--- src/rtl/instr_prefetch_pkg.sv ---
// rtl/instr_prefetch_pkg.sv - shared constants and types for the instruction prefetch queue
package instr_prefetch_pkg;

  localparam logic [31:0] RISCV_NOP = 32'h0000_0013;

  typedef struct packed {
    logic [31:0] pc;
    logic [31:0] instr;
  } fetch_entry_t;

  function automatic logic [31:0] word_align(input logic [31:0] addr);
    return {addr[31:2], 2'b00};
  endfunction

endpackage

--- src/rtl/instr_prefetch_if.sv ---
// rtl/instr_prefetch_if.sv - redirect, instruction-memory and core-side signals of the prefetch queue
interface instr_prefetch_if;
  logic        redirect;
  logic [31:0] redirect_pc;
  logic        imem_req;
  logic [31:0] imem_addr;
  logic        imem_gnt;
  logic        imem_rvalid;
  logic [31:0] imem_rdata;
  logic        inst_valid;
  logic        inst_ready;
  logic [31:0] inst_data;
  logic [31:0] inst_pc;

  modport master (
    input  redirect, redirect_pc, imem_gnt, imem_rvalid, imem_rdata, inst_ready,
    output imem_req, imem_addr, inst_valid, inst_data, inst_pc
  );

  modport slave (
    output redirect, redirect_pc, imem_gnt, imem_rvalid, imem_rdata, inst_ready,
    input  imem_req, imem_addr, inst_valid, inst_data, inst_pc
  );
endinterface

--- src/rtl/instr_prefetch_fifo.sv ---
// rtl/instr_prefetch_fifo.sv - in-order {pc, instr} storage with flush; DEPTH must be a power of two
module prefetch_fifo
  import instr_prefetch_pkg::*;
#(
  parameter int DEPTH = 4
) (
  input  logic                   clk,
  input  logic                   res,
  input  logic                   flush,
  input  logic                   push,
  input  fetch_entry_t           push_data,
  input  logic                   pop,
  output fetch_entry_t           head,
  output logic [$clog2(DEPTH):0] count
);

  localparam int AW = $clog2(DEPTH);

  fetch_entry_t   mem [DEPTH];
  logic [AW-1:0]  wr_ptr;
  logic [AW-1:0]  rd_ptr;

  always_ff @(posedge clk or posedge res) begin
    if (res) begin
      wr_ptr <= '0;
      rd_ptr <= '0;
      count  <= '0;
    end else if (flush) begin
      wr_ptr <= '0;
      rd_ptr <= '0;
      count  <= '0;
    end else begin
      if (push) wr_ptr <= wr_ptr + 1'b1;
      if (pop)  rd_ptr <= rd_ptr + 1'b1;
      case ({push, pop})
        2'b10:   count <= count + 1'b1;
        2'b01:   count <= count - 1'b1;
        default: count <= count;
      endcase
    end
  end

  // Entry storage needs no reset: count gates every read of it.
  always_ff @(posedge clk) begin
    if (push && !flush) mem[wr_ptr] <= push_data;
  end

  assign head = mem[rd_ptr];

endmodule

--- src/rtl/instr_prefetch.sv ---
// rtl/instr_prefetch.sv - sequential instruction prefetch queue with redirect flush
// Optional same-cycle response bypass when empty: PREFETCH_BYPASS_EN.
module instr_prefetch
  import instr_prefetch_pkg::*;
#(
  parameter int          DEPTH     = 4,
  parameter logic [31:0] RESET_PC  = 32'h0000_0000,
  parameter logic [31:0] NOP_INSTR = RISCV_NOP
) (
  input  logic               clk,
  input  logic               res,
  instr_prefetch_if.master   bus
);

  localparam int          CW      = $clog2(DEPTH) + 1;
  localparam logic [CW:0] DEPTH_W = (CW+1)'(DEPTH);

  logic [31:0]   fpc;
  logic [31:0]   rpc;
  logic [CW-1:0] outstanding;
  logic [CW-1:0] drop;
  logic [CW-1:0] count;
  logic [CW:0]   inflight;
  logic          rsp_valid;
  logic          keep;
  logic          grant;
  logic          fifo_empty;
  logic          bypass;
  logic          push;
  logic          pop;
  fetch_entry_t  head;
  fetch_entry_t  push_data;

  // Outstanding requests reserve a slot each, so the queue cannot overflow.
  assign inflight   = {1'b0, count} + {1'b0, outstanding};
  assign rsp_valid  = bus.imem_rvalid && (outstanding != '0);
  assign keep       = rsp_valid && (drop == '0);
  assign fifo_empty = (count == '0);

  assign bus.imem_req  = !res && !bus.redirect && (inflight < DEPTH_W);
  assign bus.imem_addr = fpc;
  assign grant         = bus.imem_req && bus.imem_gnt;

`ifdef PREFETCH_BYPASS_EN
  assign bypass = keep && fifo_empty && !bus.redirect;
  assign push   = keep && !bus.redirect && !(fifo_empty && bus.inst_ready);
`else
  assign bypass = 1'b0;
  assign push   = keep && !bus.redirect;
`endif

  assign pop       = !fifo_empty && bus.inst_ready && !bus.redirect;
  assign push_data = '{pc: rpc, instr: bus.imem_rdata};

  assign bus.inst_valid = !fifo_empty || bypass;
  assign bus.inst_data  = !fifo_empty ? head.instr : (bypass ? bus.imem_rdata : NOP_INSTR);
  assign bus.inst_pc    = !fifo_empty ? head.pc : rpc;

  always_ff @(posedge clk or posedge res) begin
    if (res) begin
      fpc         <= RESET_PC;
      rpc         <= RESET_PC;
      outstanding <= '0;
      drop        <= '0;
    end else if (bus.redirect) begin
      // Everything still in flight after this cycle belongs to the old stream.
      fpc         <= word_align(bus.redirect_pc);
      rpc         <= word_align(bus.redirect_pc);
      outstanding <= outstanding - CW'(rsp_valid);
      drop        <= outstanding - CW'(rsp_valid);
    end else begin
      if (grant) fpc <= fpc + 32'd4;
      if (keep)  rpc <= rpc + 32'd4;
      if (rsp_valid && (drop != '0)) drop <= drop - 1'b1;
      outstanding <= outstanding + CW'(grant) - CW'(rsp_valid);
    end
  end

  prefetch_fifo #(.DEPTH(DEPTH)) u_fifo (
    .clk       (clk),
    .res       (res),
    .flush     (bus.redirect),
    .push      (push),
    .push_data (push_data),
    .pop       (pop),
    .head      (head),
    .count     (count)
  );

endmodule

--- src/flat_wrapper.sv ---
// flat-port wrapper written by rule: the top's interface ports become plain ports
module instr_prefetch_flat import instr_prefetch_pkg::*;
#(
  parameter int          DEPTH     = 4,
  parameter logic [31:0] RESET_PC  = 32'h0000_0000,
  parameter logic [31:0] NOP_INSTR = RISCV_NOP
)
  (clk, res, bus_redirect, bus_redirect_pc, bus_imem_gnt, bus_imem_rvalid, bus_imem_rdata, bus_inst_ready, bus_imem_req, bus_imem_addr, bus_inst_valid, bus_inst_data, bus_inst_pc);
  instr_prefetch_if bus_i ();
  input  logic clk;
  input  logic res;
  input wire logic [$bits(bus_i.redirect)-1:0] bus_redirect;
  input wire logic [$bits(bus_i.redirect_pc)-1:0] bus_redirect_pc;
  input wire logic [$bits(bus_i.imem_gnt)-1:0] bus_imem_gnt;
  input wire logic [$bits(bus_i.imem_rvalid)-1:0] bus_imem_rvalid;
  input wire logic [$bits(bus_i.imem_rdata)-1:0] bus_imem_rdata;
  input wire logic [$bits(bus_i.inst_ready)-1:0] bus_inst_ready;
  output wire logic [$bits(bus_i.imem_req)-1:0] bus_imem_req;
  output wire logic [$bits(bus_i.imem_addr)-1:0] bus_imem_addr;
  output wire logic [$bits(bus_i.inst_valid)-1:0] bus_inst_valid;
  output wire logic [$bits(bus_i.inst_data)-1:0] bus_inst_data;
  output wire logic [$bits(bus_i.inst_pc)-1:0] bus_inst_pc;
  assign bus_i.redirect = bus_redirect;
  assign bus_i.redirect_pc = bus_redirect_pc;
  assign bus_i.imem_gnt = bus_imem_gnt;
  assign bus_i.imem_rvalid = bus_imem_rvalid;
  assign bus_i.imem_rdata = bus_imem_rdata;
  assign bus_i.inst_ready = bus_inst_ready;
  assign bus_imem_req = bus_i.imem_req;
  assign bus_imem_addr = bus_i.imem_addr;
  assign bus_inst_valid = bus_i.inst_valid;
  assign bus_inst_data = bus_i.inst_data;
  assign bus_inst_pc = bus_i.inst_pc;
  instr_prefetch #(.DEPTH(DEPTH), .RESET_PC(RESET_PC), .NOP_INSTR(NOP_INSTR)) u_core (.clk(clk), .res(res), .bus(bus_i));
endmodule
--- config.mk ---
export PLATFORM = sky130hd
export DESIGN_NAME = instr_prefetch_flat
export DESIGN_NICKNAME = d
export VERILOG_FILES = /design/src/rtl/instr_prefetch_pkg.sv /design/src/rtl/instr_prefetch_if.sv /design/src/rtl/instr_prefetch_fifo.sv /design/src/rtl/instr_prefetch.sv /design/src/flat_wrapper.sv
export SDC_FILE = /design/constraint.sdc
export NUM_CORES = 1
export LEC_CHECK = 0
export ABC_AREA = 1
export ABC_CLOCK_PERIOD_IN_PS = 6600
export BUFFER_PORTS_ARGS = -buffer_cell sky130_fd_sc_hd__buf_2
export CAP_MARGIN = 20
export CORE_MARGIN = 2
export CORE_UTILIZATION = 55
export CTS_CLUSTER_DIAMETER = 60
export DETAILED_ROUTE_END_ITERATION = 16
export HOLD_SLACK_MARGIN = 0.06
export PLACE_DENSITY = 0.85
export SYNTH_ARGS = -nofsm -noshare
export SYNTH_HDL_FRONTEND = slang
export SYNTH_SLANG_ARGS = --single-unit
export TNS_END_PERCENT = 30
--- constraint.sdc ---
create_clock -name clk -period 6.6 [get_ports clk]
set_clock_uncertainty 0.2 [all_clocks]
set_input_delay 1.98 -clock clk [delete_from_list [all_inputs] [get_ports clk]]
set_output_delay 1.98 -clock clk [all_outputs]
set_load 0.05 [all_outputs]
==> metrics.yaml, run 1 <==
diodes: 0
max_freq_mhz: 189
rr_worst_depth: 9
die-area_sq_um: 28900
vias: 11965
hp-class: "reg -> reg"
worstPathRequired_ns: 4.42
worst_ep_arrival_time_ns: 3.12
worst_hold_slack_ns: 0.351
drc: 0
grt_max_degree: 113
critPathLaunch: "u_core.u_fifo.rd_ptr[0]"
synth_seq_area_share: 0.611
gp_congestion: 0.982
final.setup.tns_ns: 0
vias_per_cell: 5.76
slew_headroom: 0.334
start_util: 0.561
layout-drive-gt1-share: 0.171
slew_viol_final: 0
cap_violations: 0
async_flop_share: 0.227
r2r-end: "u_core.u_fifo.mem[1][2]"
multiInputGateArea_sq_um: 5150
synth-edff-count: 248
p_leak_nw: 6.98
wl_um: 38900
ir_worst_vdd_mv: 0.211
grt_pass1_vias: 11632
synth.distinct_cells: 46
seq_area_sq_um: 9280
status: "completed"
port_buffers: 161
cellPowerDensity_nw_per_um2: 421
netlist_area_sq_um: 15200
path_clk_slew_ns: 0.06
chipHeight_um: 170
grt_usage: 0.268
hold_buffers: 0
crit_path_max_fanout: 68
cts.sinks: 321
synth_warnings: 0
yosys_most_used_dff: "edfxtp_1"
rows: 60
postCtsSetupRepairBufs: 0
worst_slew_pin_slew_ns: 1.00
cp-start-kind: "flip-flop"
crit_path_end: "bus_inst_pc[5]"
clock_latency_ns: 0.53
cts_buffers: 35
wire_per_inst_um: 18.7
hold_violations: 0
first_pass_iters: 5
period_share: 0.802
htree_levels: 2
die_w_um: 170
dpl.hpwl_um: 24400
reg2reg_slack_ns: 3.30
rsz0062_at_grt: "no"
core-area_sq_um: 27000
fillCellCount: 2068
ctsResizeCount: 0
grt_antenna_before_repair: 0
grt_pass1_wl_um: 60400
worst-setup-path-type: "reg -> out"
syn_avg_cell_area_sq_um: 9.69
cts_tree: "done"
postRouteAntennaNets: 0
gr-total-overflow: 0
drtIter0Drc: 1078
cts_buffer_depth: 3
ios: 168
syn_inst: 1566
area_growth_pct: 14.3
period_needed_ns: 5.30
root_buffer: "clkbuf_16"
ys_seq_elements: 321
fin_nets: 1799
setup_viol: 0
cp-end-kind: "output pin"
timing.rr.start: "u_core.drop[0]"
==> worst max-delay path, stage by stage (launching register included) <==
cell and delay, ns:
dfrtp_4 0.55, inv_2 0.73, buf_12 0.34, o21ai_0 0.16, o22ai_1 0.20, nand2_1 0.07
o21ai_0 0.15, buf_2 0.33
==> layout make-up <==
cell class,count,area share
well taps,341,0.0246
inverters,109,0.0237
clock buffers,42,0.0520
repair buffers,178,0.0553
flip-flops and latches,321,0.535
clock inverters,19,0.0124
multi-input cells,1068,0.297
==> power by group <==
group | leakage (nW) | switching (mW) | internal, mW
registers | 3.12 | 0.223 | 2.39
clock network | 0.545 | 0.789 | 1.14
logic | 3.31 | 2.14 | 0.619
total | 6.98 | 3.15 | 4.14
==> layout by cell type, fill, tap and decap left out, types with 13 or more instances in the layout <==
cell | Yosys | final
a21oi_1 | 39 | 39
edfxtp_1 | 248 | 248
clkbuf_16 | 0 | 35
inv_1 | 92 | 91
nand3_1 | 70 | 70
nand2_1 | 339 | 339
xor2_1 | 14 | 14
dfrtp_1 | 73 | 71
buf_2 | 21 | 161
ha_1 | 14 | 14
o22ai_1 | 28 | 28
nor2_2 | 13 | 13
nor2_1 | 271 | 267
o21ai_0 | 172 | 172
buf_4 | 13 | 15
==> per-stage QoR <==
| step | instances | total power [mW] | utilization | cell area [sq um] | setup WS, ns |
|---|---|---|---|---|---|
| 2_1_floorplan | 1569 | 4.66 | - | 15200 | 0.165 |
| 3_3_place_gp | 2016 | 5.30 | 0.599 | 16200 | 1.72 |
| 3_5_place_dp | 2016 | 5.37 | 0.599 | 16200 | 1.70 |
| 4_1_cts | 2077 | 7.30 | 0.641 | 17300 | 1.31 |
| 5_1_grt | 2078 | 7.62 | 0.642 | 17300 | 1.11 |
| 6_report | 2078 | 7.29 | 0.642 | 17300 | 1.30 |
==> how the worst min path moves through the flow <==
stage	startpoint	endpoint	slack (ns)	cells after the start
2_1_floorplan	u_core.rpc[23]	u_core.u_fifo.mem[0][55]	0.32	0
3_3_place_gp	u_core.bus.imem_addr[13]	u_core.bus.imem_addr[13]	0.35	2
3_5_place_dp	u_core.bus.imem_addr[13]	u_core.bus.imem_addr[13]	0.33	2
4_1_cts	u_core.bus.imem_addr[13]	u_core.bus.imem_addr[13]	0.35	2
5_1_grt	u_core.drop[2]	u_core.drop[2]	0.40	1
6_report	u_core.bus.imem_addr[13]	u_core.bus.imem_addr[13]	0.35	2
==> cell families (layout without fill, tap and decap cells) <==
kind of cell / count (synthesis) / in the layout / share of synthesized area
adder cells (fa/ha/maj): 16 / 16 / 0.0142
AND/OR/NAND/NOR: 756 / 756 / 0.213
buffers and inverters: 180 / 348 / 0.0520
other: 1 / 4 / 0.000247
AO/OA/AOI/OAI: 272 / 272 / 0.0972
flip-flops: 321 / 321 / 0.611
multiplexers: 2 / 2 / 0.00140
XOR/XNOR: 18 / 18 / 0.0104
==> sequential cells by signal, indices dropped and copies added (netlist names) <==
| signal | cells |
|---|---|
| u_core.u_fifo.wr_ptr | 2 |
| u_core.u_fifo.count | 3 |
| u_core.outstanding | 3 |
| u_core.drop | 3 |
| u_core.u_fifo.mem | 248 |
| u_core.rpc | 30 |
| u_core.u_fifo.rd_ptr | 2 |
| u_core.bus.imem_addr | 30 |
==> metal layers <==
metal,vias up,share of wire,track usage
met5,-,0,0
met4,0,0.038,0.112
met3,107,0.088,0.0514
met2,629,0.48,0.446
met1,5651,0.40,0.347
li1,5578,-,-
==> cell usage after synthesis (2+ instances only) <==
| cell | number | area share |
|---|---|---|
| a21oi_1 | 39 | 0.013 |
| a31oi_1 | 6 | 0.0025 |
| buf_1 | 2 | 0.00050 |
| buf_2 | 21 | 0.0069 |
| buf_4 | 13 | 0.0064 |
| buf_6 | 5 | 0.0037 |
| clkbuf_1 | 30 | 0.0074 |
| clkinv_1 | 8 | 0.0020 |
| dfrtp_1 | 73 | 0.12 |
| edfxtp_1 | 248 | 0.49 |
| fa_1 | 2 | 0.0026 |
| ha_1 | 14 | 0.012 |
| inv_1 | 92 | 0.023 |
| inv_2 | 8 | 0.0020 |
| nand2_1 | 339 | 0.084 |
| nand2_2 | 12 | 0.0049 |
| nand2_4 | 2 | 0.0015 |
| nand3_1 | 70 | 0.023 |
| nand3_2 | 8 | 0.0053 |
| nand3b_1 | 9 | 0.0045 |
| nand4_1 | 7 | 0.0029 |
| nor2_1 | 271 | 0.067 |
| nor2_2 | 13 | 0.0054 |
| nor2_4 | 4 | 0.0030 |
| nor3_1 | 12 | 0.0040 |
| nor3_2 | 2 | 0.0013 |
| nor3_4 | 3 | 0.0032 |
| o211ai_1 | 8 | 0.0040 |
| o211ai_2 | 3 | 0.0025 |
| o21ai_0 | 172 | 0.057 |
| o21ai_1 | 7 | 0.0023 |
| o21bai_1 | 3 | 0.0015 |
| o22ai_1 | 28 | 0.012 |
| o311ai_0 | 3 | 0.0017 |
| or2_2 | 2 | 0.00082 |
| xnor2_1 | 4 | 0.0023 |
| xor2_1 | 14 | 0.0081 |
Note: power is estimated with default switching activity, not from simulation.
==> inputs of run 2 (changes only) <==
--- a/config.mk
+++ b/config.mk
@@ -6,7 +6,7 @@
 export NUM_CORES = 1
 export LEC_CHECK = 0
 export ABC_AREA = 1
-export ABC_CLOCK_PERIOD_IN_PS = 6600
+export ABC_CLOCK_PERIOD_IN_PS = 5100
 export BUFFER_PORTS_ARGS = -buffer_cell sky130_fd_sc_hd__buf_2
 export CAP_MARGIN = 20
 export CORE_MARGIN = 2
==> constraint.sdc (replaced) <==
create_clock -name clk -period 5.1 [get_ports clk]
set_clock_uncertainty 0.2 [all_clocks]
set_input_delay 1.53 -clock clk [delete_from_list [all_inputs] [get_ports clk]]
set_output_delay 1.53 -clock clk [all_outputs]
set_load 0.05 [all_outputs]
==> run 2 against run 1 <==
  * Clock power grew 23%
  * Critical path type unchanged
  * Critical endpoint is now bus_inst_pc[4]
  * Largest cell class unchanged
  * Utilization is the same
  * Design area is the same
==> metrics.yaml, run 2 (synthesized netlist as in run 1, its figures left out) <==
status: "completed"  # unchanged
first_pass_iters: 7  # was 5
worst_slew_pin_slew_ns: 0.984  # was 1.00 ns
cp-end-kind: "output pin"  # unchanged
dp_slack_ns: 0.949  # was 1.70 ns
period_needed_ns: 4.69
gr-total-overflow: 0  # unchanged
fin_nets: 1799  # unchanged
wl_um: 38600  # was 38900 um
start_util: 0.561  # unchanged
postRouteAntennaNets: 0  # unchanged
hp-class: "reg -> reg"  # unchanged
diodes: 0  # unchanged
gp_congestion: 0.964  # was 0.982
max_stage_delay_ns: 0.67  # was 0.73 ns
chipHeight_um: 170  # unchanged
worstPathRequired_ns: 3.37  # was 4.42 ns
cpMostUsedCell: "o21ai_0"  # unchanged
wire_per_inst_um: 18.6  # was 18.7 um
final_cell_mix: "nand2_1 (339), nor2_1 (267), edfxtp_1 (248)"  # unchanged
slowest_stage: "dfrtp_4"  # was inv_2
path_clk_slew_ns: 0.06  # about the same
slew_headroom: 0.344  # was 0.334
core-area_sq_um: 27000  # unchanged
finalPower_mw: 9.32  # was 7.29 mW
cts_buffers: 34  # was 35
timing.rr.start: "u_core.u_fifo.count[1]"  # was u_core.drop[0]
layout-drive-gt1-share: 0.168  # was 0.171
root_buffer: "clkbuf_16"  # unchanged
grt_max_degree: 74  # was 113
slew_viol_final: 0  # unchanged
cellPowerDensity_nw_per_um2: 537  # was 421 nW/um^2
grt_usage: 0.267  # was 0.268
vias_per_cell: 5.69  # was 5.76
p_leak_nw: 6.95  # was 6.98 nW
critPathLaunch: "u_core.u_fifo.rd_ptr[0]"  # unchanged
fillCellCount: 2063  # was 2068
grt_antenna_before_repair: 0  # unchanged
hold_start: "u_core.rpc[31]"  # was u_core.bus.imem_addr[13]
ir_worst_vdd_mv: 0.319  # was 0.211 mV
top_register: "u_core.u_fifo.mem"  # unchanged
vias: 11836  # was 12.0k
critPathBufInv: 3  # unchanged
mostFrequentLayoutCell: "nand2_1"  # unchanged
cts.sinks: 321  # unchanged
period_share: 0.919
dpl.hpwl_um: 24500  # was 24400 um
hold_violations: 0  # unchanged
die-area_sq_um: 28900  # unchanged
htree_levels: 2  # unchanged
area_growth_pct: 14.3  # unchanged
postCtsSetupRepairBufs: 0  # unchanged
drc: 0  # unchanged
largest_register_ffs: 248  # unchanged
worst-setup-path-type: "reg -> out"  # unchanged
setup_viol: 0  # unchanged
worst_ep_arrival_time_ns: 2.96  # was 3.12 ns
rsz0062_at_grt: "no"  # unchanged
cts_buffer_depth: 3  # unchanged
grt_pass1_vias: 11764  # was 11.6k
max_freq_mhz: 213
die_w_um: 170  # unchanged
cap_violations: 0  # unchanged
crit_chain: "inv_2, buf_4, o21ai_0, o22ai_1, nand2_1, o21ai_0, buf_2"  # was inv_2, buf_12, o21ai_0, o22ai_1, nand2_1, o21ai_0, buf_2
ctsResizeCount: 0  # unchanged
hold_buffers: 0  # unchanged
cts_tree: "done"  # unchanged
port_buffers: 161  # unchanged
clock_latency_ns: 0.52  # was 0.53 ns
ios: 168  # unchanged
crit_path_max_fanout: 52  # was 68
drtIter0Drc: 990  # was 1078
timing.final.ws_setup_ns: 0.411  # was 1.30 ns
worst_hold_slack_ns: 0.369  # was 0.351 ns
critical-path-top-delay-family: "buffers and inverters"  # unchanged
cp-start-kind: "flip-flop"  # unchanged
grt_pass1_wl_um: 60500  # was 60400 um
rows: 60  # unchanged
-- run 2: cell types whose count changed in the layout (fill, tap and decap cells not counted), sizes merged --
cell	before	now
clkbuf	42	50
bufinv	4	1
clkinvlp	1	2
clkinv	19	17
inv	104	100
buf	178	179
-- run 2: stage by stage --
step	instances	TNS [ns]	area [sq um]	util
after floorplan	1569	-23.22	15200	-
after global placement	2018	0	16300	0.602
after detailed placement	2018	0	16300	0.602
after CTS	2079	0	17300	0.642
after global routing	2079	0	17300	0.642
final	2079	0	17300	0.642
-- run 2: worst register-to-register path, delay by kind of cell, from the launching register on --
| kind | cells | cell delay, ns |
|---|---|---|
| adder cells (fa/ha/maj) | 3 | 1.04 |
| AND/OR/NAND/NOR | 7 | 0.90 |
| flip-flops | 1 | 0.43 |
| buffers and inverters | 1 | 0.42 |
| XOR/XNOR | 1 | 0.16 |
-- run 2: path summary, 6_finish.rpt --
path	endpoint	slack, ns	cells after the start
max reg2reg	u_core.outstanding[2]	1.84	12
min	u_core.u_fifo.mem[0][63]	0.37	0
min in group asynchronous	u_core.drop[1]	1.14	3
min reg2reg	u_core.u_fifo.mem[0][63]	0.37	0
max	bus_inst_pc[4]	0.41	7
max in group asynchronous	u_core.u_fifo.rd_ptr[0]	2.82	3
-- run 2: power by group --
| part | internal, mW | total [mW] | switching (mW) |
|---|---|---|---|
| sequential | 3.09 | 3.40 | 0.317 |
| combinational | 0.804 | 3.54 | 2.74 |
| clock | 1.36 | 2.38 | 1.01 |
| total | 5.25 | 9.32 | 4.07 |
-- run 2: layer usage --
layer,up-vias,track usage,share of wire
met1,5621,0.338,0.39
met3,72,0.0460,0.089
met5,-,0,0
met2,561,0.464,0.49
li1,5582,-,-
met4,0,0.0955,0.027
-- run 2: final cells by class --
cell class | instances | area, sq um | area share
inverters | 109 | 414 | 0.0239
clock buffers | 50 | 951 | 0.0548
multi-input cells | 1068 | 5150 | 0.297
repair buffers | 179 | 991 | 0.0572
flip-flops and latches | 321 | 9280 | 0.535
clock inverters | 11 | 130 | 0.00750
well taps | 341 | 427 | 0.0246
==> inputs of run 3 (changes only) <==
--- a/config.mk
+++ b/config.mk
@@ -9,12 +9,15 @@
 export ABC_CLOCK_PERIOD_IN_PS = 5100
 export BUFFER_PORTS_ARGS = -buffer_cell sky130_fd_sc_hd__buf_2
 export CAP_MARGIN = 20
+export CELL_PAD_IN_SITES_DETAIL_PLACEMENT = 0
+export CELL_PAD_IN_SITES_GLOBAL_PLACEMENT = 1
+export CORE_ASPECT_RATIO = 0.8
 export CORE_MARGIN = 2
-export CORE_UTILIZATION = 55
+export CORE_UTILIZATION = 46
 export CTS_CLUSTER_DIAMETER = 60
 export DETAILED_ROUTE_END_ITERATION = 16
-export HOLD_SLACK_MARGIN = 0.06
-export PLACE_DENSITY = 0.85
+export HOLD_SLACK_MARGIN = 0.03
+export PLACE_DENSITY = 0.89
 export SYNTH_ARGS = -nofsm -noshare
 export SYNTH_HDL_FRONTEND = slang
 export SYNTH_SLANG_ARGS = --single-unit
==> run 3 against run 2 <==
  * Worst hold slack got worse by 0.0088 ns
  * Count of clock-buffer cells in the layout is 3 lower
  * Non-clock buffer count down 1
  * Critical endpoint is now bus_inst_pc[21]
  * Largest power group unchanged
==> metrics.yaml, run 3 (synthesized netlist as in run 1, its figures left out) <==
rr_worst_depth: 12  # unchanged
layout-drive-gt1-share: 0.171  # was 0.168
worst_slew_pin_slew_ns: 0.840  # was 0.984 ns
ios: 168  # unchanged
fillCellCount: 2864  # was 2063
dpl.hpwl_um: 24900  # was 24500 um
drc: 0  # unchanged
p_leak_nw: 6.97  # was 6.95 nW
cap_violations: 0  # unchanged
cts_buffer_depth: 3  # unchanged
rows: 59  # was 60
timing.final.ws_setup_ns: 0.570  # was 0.411 ns
placed_cell_area_sq_um: 16400  # was 16300 sq um
crit_path_max_fanout: 60  # was 52
first_pass_iters: 6  # was 7
max_freq_mhz: 221  # was 213 MHz
slew_headroom: 0.439  # was 0.344
fin_cells: 2166  # was 2079
ir_worst_vdd_mv: 0.270  # was 0.319 mV
port_buffers: 161  # unchanged
die-area_sq_um: 34500  # was 28900 sq um
grt_pass1_wl_um: 60700  # was 60500 um
final.setup.tns_ns: 0  # unchanged
cp-start-kind: "flip-flop"  # unchanged
core-area_sq_um: 32500  # was 27000 sq um
worst_ep_arrival_time_ns: 2.80  # was 2.96 ns
largest_register_ffs: 248  # unchanged
root_buffer: "clkbuf_16"  # unchanged
finalPower_mw: 9.32  # about the same
setup_viol: 0  # unchanged
slew_viol_final: 0  # unchanged
worstPathRequired_ns: 3.37  # about the same
area_growth_pct: 15.3  # was 14.3%
path_clk_slew_ns: 0.06  # about the same
drtIter0Drc: 874  # was 990
worst_hold_slack_ns: 0.360  # was 0.369 ns
htree_levels: 2  # unchanged
mostFrequentLayoutCell: "nand2_1"  # unchanged
cts.sinks: 321  # unchanged
dp_cells: 2102  # was 2018
min_path_cells: 2  # was 0
final_util: 0.538  # was 0.642
vias_per_cell: 5.37  # was 5.69
hold_violations: 0  # unchanged
postCtsSetupRepairBufs: 0  # unchanged
ctsResizeCount: 0  # unchanged
postRouteAntennaNets: 0  # unchanged
cp-end-kind: "output pin"  # unchanged
cts_tree: "done"  # unchanged
grt_antenna_before_repair: 1  # was 0
grt_max_degree: 125  # was 74
hold_buffers: 0  # unchanged
worst-setup-path-type: "reg -> out"  # unchanged
wire_per_inst_um: 17.9  # was 18.6 um
start_util: 0.467  # was 0.561
cts_buffers: 35  # was 34
top_register: "u_core.u_fifo.mem"  # unchanged
final_cell_mix: "nand2_1 (339), nor2_1 (267), edfxtp_1 (248)"  # unchanged
grt_usage: 0.223  # was 0.267
hp-class: "reg -> reg"  # unchanged
rsz0062_at_grt: "no"  # unchanged
gp_congestion: 0.903  # was 0.964
status: "completed"  # unchanged
die_w_um: 207  # was 170 um
dp_slack_ns: 0.964  # was 0.949 ns
fin_nets: 1799  # unchanged
clock_latency_ns: 0.54  # was 0.52 ns
chipHeight_um: 166  # was 170 um
gr-total-overflow: 0  # unchanged
diodes: 0  # unchanged
wl_um: 38700  # was 38600 um
period_share: 0.888  # was 0.919
period_needed_ns: 4.53  # was 4.69 ns
grt_pass1_vias: 10862  # was 11.8k
vias: 11637  # was 11.8k
stdcell_area_sq_um: 17500  # was 17300 sq um
cellPowerDensity_nw_per_um2: 533  # was 537 nW/um^2
-- run 3: changes by cell type in the layout (fill, tap and decap cells not counted), sizes merged --
| cell | change |
|---|---|
| buf | -1 |
| clkbuf | -3 |
| clkinvlp | +1 |
| inv | +2 |
| clkinv | +3 |
| bufinv | -1 |
-- run 3: routing by layer --
layer,track usage,up-vias,part of all wire
li1,-,5584,-
met1,0.331,5585,0.45
met2,0.340,409,0.45
met3,0.0421,57,0.078
met4,0.0543,2,0.019
met5,0,-,0.00034
-- run 3: worst paths after layout --
kind / slack [ns] / endpoint / from
worst max-delay path: 0.57 / bus_inst_pc[21] / u_core.u_fifo.rd_ptr[0]
worst min-delay path: 0.36 / u_core.bus.imem_addr[13] / u_core.bus.imem_addr[13]
worst max register to register: 1.85 / u_core.outstanding[2] / u_core.u_fifo.count[1]
worst min register to register: 0.36 / u_core.bus.imem_addr[13] / u_core.bus.imem_addr[13]
max in group asynchronous: 3.27 / u_core.u_fifo.rd_ptr[0] / res
min in group asynchronous: 0.86 / u_core.outstanding[0] / res
-- run 3: cell type report --
class | instances | area, sq um | area share
Clock buffer | 47 | 951 | 0.0544
Clock inverter | 16 | 129 | 0.00737
Inverter | 109 | 414 | 0.0237
Multi-Input combinational cell | 1068 | 5150 | 0.294
Sequential cell | 321 | 9280 | 0.531
Tap cell | 427 | 534 | 0.0306
Timing Repair Buffer | 178 | 1030 | 0.0588
-- run 3: report_power, final --
part,total [mW],internal [mW],switching (mW),leakage [nW]
Combinational,3.57,0.812,2.76,3.32
Clock,2.37,1.33,1.04,0.524
Sequential,3.37,3.09,0.286,3.12
-- run 3: critical path: stages, from the launching register on --
cell     delay (ns)
dfrtp_4        0.49
inv_2          0.54
buf_12         0.32
o21ai_0        0.12
o22ai_1        0.20
nand2_1        0.08
o21ai_0        0.15
buf_2          0.33
